<file path="src/rtl/cic_comb_chain.sv">
// Cascaded CIC comb sections (y = x - x[n-M]) for parallel lanes with lossless 1-bit growth per stage.
// Shared valid strobe and run-time differential delay; synchronous clear of all history.
module cic_comb_chain #(
  parameter  int WIDTH_IN   = 16,
  parameter  int NUM_STAGES = 3,
  parameter  int DELAY_MAX  = 2,
  parameter  int CHANNELS   = 2,
  localparam int WIDTH_OUT  = WIDTH_IN + NUM_STAGES,
  localparam int DSEL_W     = $clog2(DELAY_MAX + 1)
) (
  input  logic                            i_clock,
  input  logic                            i_reset_n,
  input  logic                            i_clear,
  input  logic [DSEL_W-1:0]               i_delay_sel,
  input  logic                            i_valid,
  input  logic [CHANNELS*WIDTH_IN-1:0]    i_data,
  output logic                            o_valid,
  output logic [CHANNELS*WIDTH_OUT-1:0]   o_data
);

  // History index of the x[n-M] tap; out-of-range selects fall back to the deepest tap.
  logic [DSEL_W-1:0] tap_idx;

  always_comb begin
    if (i_delay_sel == '0 || int'(i_delay_sel) > DELAY_MAX)
      tap_idx = DSEL_W'(DELAY_MAX - 1);
    else
      tap_idx = i_delay_sel - DSEL_W'(1);
  end

  genvar gs, gc;
  generate
    for (gs = 0; gs < NUM_STAGES; gs++) begin : g_stage
      localparam int WS = WIDTH_IN + gs;
      localparam int WO = WS + 1;

      logic [CHANNELS*WS-1:0] x_flat;
      logic [CHANNELS*WO-1:0] y_flat;
      logic                   v_in;
      logic                   v_q;

      if (gs == 0) begin : g_first
        assign x_flat = i_data;
        assign v_in   = i_valid;
      end else begin : g_next
        assign x_flat = g_stage[gs-1].y_flat;
        assign v_in   = g_stage[gs-1].v_q;
      end

      always_ff @(posedge i_clock or negedge i_reset_n) begin
        if (!i_reset_n)
          v_q <= 1'b0;
        else if (i_clear)
          v_q <= 1'b0;
        else
          v_q <= v_in;
      end

      for (gc = 0; gc < CHANNELS; gc++) begin : g_chan
        logic signed [WS-1:0] x;
        logic signed [WS-1:0] tap;
        logic        [WS-1:0] hist [DELAY_MAX];
        logic signed [WO-1:0] y_q;

        assign x = x_flat[gc*WS +: WS];

        always_comb begin
          tap = '0;
          for (int k = 0; k < DELAY_MAX; k++)
            if (k == int'(tap_idx)) tap = hist[k];
        end

        // Operands widened by one sign bit so the difference can never wrap.
        always_ff @(posedge i_clock or negedge i_reset_n) begin
          if (!i_reset_n) begin
            for (int k = 0; k < DELAY_MAX; k++) hist[k] <= '0;
            y_q <= '0;
          end else if (i_clear) begin
            for (int k = 0; k < DELAY_MAX; k++) hist[k] <= '0;
            y_q <= '0;
          end else if (v_in) begin
            hist[0] <= x;
            for (int k = 1; k < DELAY_MAX; k++) hist[k] <= hist[k-1];
            y_q <= {x[WS-1], x} - {tap[WS-1], tap};
          end
        end

        assign y_flat[gc*WO +: WO] = y_q;
      end
    end
  endgenerate

  assign o_data  = g_stage[NUM_STAGES-1].y_flat;
  assign o_valid = g_stage[NUM_STAGES-1].v_q;

endmodule

</file>
<file path="config.mk">
export PLATFORM = sky130hd
export DESIGN_NAME = cic_comb_chain
export DESIGN_NICKNAME = d
export VERILOG_FILES = /design/src/rtl/cic_comb_chain.sv
export SDC_FILE = /design/constraint.sdc
export NUM_CORES = 1
export LEC_CHECK = 0
export ABC_AREA = 1
export CAP_MARGIN = 20
export CELL_PAD_IN_SITES_DETAIL_PLACEMENT = 1
export CELL_PAD_IN_SITES_GLOBAL_PLACEMENT = 1
export CORE_AREA = 2 2 168 253
export CTS_BUF_LIST = sky130_fd_sc_hd__clkbuf_4 sky130_fd_sc_hd__clkbuf_8
export CTS_CLUSTER_SIZE = 25
export DETAILED_ROUTE_END_ITERATION = 10
export DIE_AREA = 0 0 170 255
export PLACE_DENSITY = 0.81
export SYNTH_ARGS = -nofsm -noshare
export SYNTH_HDL_FRONTEND = slang
export SYNTH_SLANG_ARGS = --single-unit
</file>
<file path="constraint.sdc">
create_clock -name i_clock -period 3.85 [get_ports i_clock]
set_input_delay 0.77 -clock i_clock [delete_from_list [all_inputs] [get_ports i_clock]]
set_output_delay 0.77 -clock i_clock [all_outputs]
set_load 0.05 [all_outputs]
</file>
# Word level (Yosys, flattened, before mapping)
# Index checks and enable logic that the tools add are counted.
[word_totals]
romBits = 0
latchBits = 0
ff_bits = 315
ramBits = 0
wordCells = 76
mem_count = 0
output_inout_bits = 39
inputBits = 38
[op_classes]
n_eq_ne = 1
n_shift = 0
div = 0
mul = 0
n_addsub = 7
order_cmp = 1
bitwise = 0
n_mux = 40
reduce_logical = 6
[op_table]
columns = ["cell", "n"]
rows = [
  ["$mux W18", 8],
  ["$mux W36", 4],
  ["$mux W17", 8],
  ["$mux W34", 4],
  ["$mux W32", 4],
  ["$mux W19", 4],
  ["$mux W16", 4],
  ["$sub A18 B18 Y19", 2],
  ["$sub A17 B17 Y18", 2],
  ["$sub A16 B16 Y17", 2],
  ["$reduce_bool A2 Y1", 3],
  ["$logic_not A2 Y1", 2],
  ["$mux W1", 3],
  ["$eq A2 B2 Y1 const A", 1],
  ["$gt A2 B2 Y1 const B", 1],
  ["$mux W2", 1],
  ["$sub A2 B1 Y2 const B", 1],
  ["$logic_or A1 B1 Y1", 1],
]

# Depth between registers and ports, before layout
[depth]
ltp_word = 9
mapped_depth = 18
ltp_nobuf = 16

# Worst setup path after synthesis
# No wires, ideal clock.
[synth_path]
path_kind = "input to register"
startpoint = "input i_delay_sel[1]"
endpoint = "register g_stage[2].g_chan[0].y_q[12]"
required_time_ns = 3.732
cell_stages = 17
path_buffers = 2
arrival_time_ns = 2.779
path_slack_ns = 0.953
path_cell_list = "inv_1 nand2_1 clkbuf_1 buf_2 nand2_1 o21ai_0 ha_1 inv_1 fa_1 inv_1 nor2_1 nor2_1 o21ai_2 nand2_1 nand3b_1 nand3_1 nand2_1"
[synth_between]
elab_chain_len = 9
elab_cells_between_ends = 12
cone_classes = "2 x add/sub; 1 x order compare; 1 x eq/ne; 5 x mux; 3 x reduce/logical"
[synth_rtl]
columns = ["element", "line", "text"]
rows = [
  ["from (decl)", "14", "input logic [DSEL_W-1:0] i_delay_sel,"],
  ["$gt A2 B2 Y1 / $logic_not A2 Y1 (equally long branches)", "25", "if (i_delay_sel == '0 || int'(i_delay_sel) > DELAY_MAX)"],
  ["$logic_or A1 B1 Y1", "25", ""],
  ["$mux W2 (*)", "25", ""],
  ["$logic_not A2 Y1", "70", "if (k == int'(tap_idx)) tap = hist[k];"],
  ["$mux W18", "70", ""],
  ["$mux W18 (*)", "70", ""],
  ["$sub A18 B18 Y19 (*)", "84", "y_q <= {x[WS-1], x} - {tap[WS-1], tap};"],
  ["$mux W19 (*)", "81", "end else if (v_in) begin"],
  ["$mux W19 (*)", "78", "end else if (i_clear) begin"],
  ["to (signal assigned)", "84", ""],
  ["to (decl)", "63", "logic signed [WO-1:0] y_q;"],
]
# Every way passes the cells marked *; elsewhere a longest branch is shown, timed or not. The select of a mux whose other input is x is not followed.
# A chain may end at the register's enable or synchronous reset.

# Final worst setup path
[layout_path]
startpoint = "input i_delay_sel[0]"
endpoint = "register g_stage[2].g_chan[1].y_q[12]"
[layout_between]
elab_chain_len = 9
elab_cells_between_ends = 12
cone_classes = "2 x add/sub; 1 x order compare; 1 x eq/ne; 5 x mux; 3 x reduce/logical"
[layout_rtl]
columns = ["element", "line"]
rows = [
  ["$gt A2 B2 Y1 / $logic_not A2 Y1 (equally long branches)", "25"],
  ["$logic_or A1 B1 Y1", "25"],
  ["$mux W2 (*)", "25"],
  ["$logic_not A2 Y1", "70"],
  ["$mux W18", "70"],
  ["$mux W18 (*)", "70"],
  ["$sub A18 B18 Y19 (*)", "84"],
  ["$mux W19 (*)", "81"],
  ["$mux W19 (*)", "78"],
  ["to (signal assigned)", "84"],
  ["to (decl)", "63"],
]
# Marked as above.

==> results.md <==
- FF+latch count, synth: 315
- Lkg Pwr: 10.5 nW
- Nets in the synthesized netlist: 2,625
- Worst rel slew slack: 43.2%
- Vias: around 16,000
- Final setup viols: 0
- CTS resizes: 0
- Max Fclk: 325 MHz
- Worst-Skew Late Latency: around 0.6 ns
- Sequential power share: a little under two fifths
- Clock Power Share: 36.0%
- Vias per cell: about 5.3
- Hold buffers post-CTS: 0
- Peak supply drop: approximately 240 uV
- Synthesized area: 18,400 um^2
- Critical R2R Launch: g_stage[1].g_chan[1].hist[17]$_DFFE_PN0P_
- Max-Cap Viols: 0
- Post-CTS Setup Inserts: 0
- Fin. Hold Viols: 0
- Hold WC Path Type: primary input to asynchronous set/reset pin
- Area Overhead vs Synth: 13.9%
- Final nets: between 2,000 and 3,000
- Grt ovf: 0
- Fill cells: 5,236
- CTS tree: yes
- EDFF count, synth: 0
- Largest net degree at the start of global routing: 105
- Total track usage: 23.2%
- Clock root buffer: clkbuf_8
- DIE AREA: 43,400 um^2
- Synth Warn #: 0
- Tcrit/Tclk final: 79.8%
- Worst Max-Slew Pin Slew: 0.849 ns
- Remaining antenna violation count: 0
- I/O Buffers: 76
- Effective utilization at floorplan: 44.3%
- Layout cells sized above 1: 6.40%
- Worst Hold Slack: 0.203 ns
- Chip Width: ~170 um
- Result of the run: finished clean
- Switch share: 33.5%
- Syn Inst Count: 2,479
- Reg2reg setup slack: 1.59 ns
- Clk slew on worst S/H paths: ~0.06 ns
- Fin. max-slew vios: 0
- Commonest non-fill, non-tap cell in the layout: nand2_1
- First-pass GRT wire length: approximately 84 mm
- Vias in the first global route: 18,000
- Top FF cell, synth: dfrtp_1
- Switching pwr: between 0.003 and 0.004 W
- Clock Sink Count: 315
- Iteration-0 DRC Markers: 434
- Number of buffers created by CTS: 51
- Minimum clock period: 3.07 ns
- Core area: 41,400 um^2
- Placer Congestion: just over 0.8
- Data arrival, critical path: roughly 3.6 ns
- Post-synth top area share: between 40 and 50%
- Avg Cell Area, Syn: 7.41 um^2
- Htree depth: 2
- Io pins: 77
- Final WL: around 48 mm
- Detailed Place HPWL: 35.3 mm
- Num rows: a little over 90
- Worst Reg2Reg Path Length in Cells: 14
- Worst-path fanout max: 33
- Drc violations: 0
- Pint: 0.00633 W
- Chip height: 255 um
- Post-synthesis sequential area ratio: 42.9%
- Detailed-router iteration count before antenna repair: 4
- Crit start category: primary input
- Layout Skew: 0.0379 ns
- Synth area leaders: dfrtp_1, nand2_1, inv_1
- Setup TNS: 0 ns
- Critical path data required time: 4.34 ns
- Routed length per instance: between 15 and 20 um
- Worst setup EP type: flop
- Most frequent cells in the layout: nand2_1, inv_1, dfrtp_1
- RR Endpoint: g_stage[1].g_chan[1].y_q[16]$_DFFE_PN0P_
- Logic pwr share: 26.3%
- RSZ-0062 raised after global routing: false
- Clk buf depth: 3
- Async SR Flop Fraction: 100%
- Netlist cell types: 32
- Yosys top cell by area: dfrtp_1
- Critical path class: primary input to flop
- Pwr dens: 455 nW/um^2
- Initial antenna violation count: 1
-- worst max-delay path by stage --
stage | start | to | depth (start not counted)
floorplan | i_delay_sel[1] | g_stage[2].g_chan[0].y_q[12]$_DFFE_PN0P_ | 17
global placement | i_delay_sel[1] | g_stage[1].g_chan[0].y_q[14]$_DFFE_PN0P_ | 14
detailed placement | i_delay_sel[0] | g_stage[2].g_chan[1].y_q[12]$_DFFE_PN0P_ | 15
CTS | i_delay_sel[1] | g_stage[1].g_chan[0].y_q[14]$_DFFE_PN0P_ | 14
global route | i_delay_sel[0] | g_stage[2].g_chan[1].y_q[12]$_DFFE_PN0P_ | 15
finish | i_delay_sel[0] | g_stage[2].g_chan[1].y_q[12]$_DFFE_PN0P_ | 15
-- Yosys cell counts, types with 3 or more instances --
cell type	number
nand2_1	751
inv_1	377
dfrtp_1	315
o21ai_0	246
o22ai_1	150
nor2_1	137
ha_1	102
nand3_1	98
a21oi_1	88
clkbuf_1	43
buf_2	33
nand3b_1	33
nor3_1	21
o21ai_1	14
a21oi_2	10
inv_2	8
o21bai_1	7
buf_1	6
fa_1	6
o21ai_2	6
or2_2	5
and2_1	4
nor2_2	3
nor2_4	3
-- critical path, stage by stage --
cell	delay, ns
clkdlybuf4s50_1	0.50
nand2_4	0.23
buf_4	0.30
o21ai_0	0.20
ha_1	0.18
inv_1	0.07
fa_1	0.45
inv_1	0.08
nor2_1	0.05
nor2_1	0.23
o21ai_2	0.14
nand2_1	0.10
nand3b_1	0.08
nand3_1	0.09
nand2_1	0.05
-- power by group through the flow --
stage | logic [W] | registers (W) | clock network, W
2_1_floorplan | 0.00168 | 0.00371 | 0
3_3_place_gp | 0.00241 | 0.00364 | 0
3_5_place_dp | 0.00250 | 0.00365 | 0
4_1_cts | 0.00252 | 0.00359 | 0.00354
5_1_grt | 0.00288 | 0.00361 | 0.00366
6_report | 0.00250 | 0.00359 | 0.00342
-- registers in the layout, indices dropped and copies added, names as in the netlist --
name	count
g_stage.g_chan.hist	204
g_stage.g_chan.y_q	108
g_stage.v_q	2
o_valid	1
-- logic make-up after synthesis --
group / share of synthesized area, %
AOI/OAI and AO/OA: 15.9
adders and majority gates: 7.61
buffers and inverters: 9.94
DFF: 42.9
and+or+nand+nor: 23.6
-- layer usage --
layer / global-route usage, % / routed length, um
met5: 0 / 0
met4: 7.28 / 1270
met3: 2.57 / 1220
met2: 44.5 / 25500
met1: 26.9 / 20400
-- stage by stage --
step                      instance area [um^2]  worst slack, ns  utilization [%]  power (W)  instances
after floorplan                          18400            0.953                -    0.00539       2479
after global placement                   19700            0.195             47.5    0.00605       3016
after detailed placement                 19700            0.164             47.5    0.00615       3016
after CTS                                20900            0.780             50.5    0.00965       3111
after global routing                     20900            0.458             50.5     0.0101       3112
final                                    20900            0.777             50.5    0.00952       3112
-- area by class of cell --
type                    count  area, um^2  area share, %
multi-input cells        1694        8670           41.5
flip-flops and latches    315        7880           37.7
inverters                 385        1450           6.91
clock buffers              81        1030           4.94
repair buffers            105        1030           4.94
well taps                 517         647           3.09
clock inverters            14         201          0.963
diodes                      1        2.50         0.0120
Note: power is estimated with default switching activity, not from simulation.
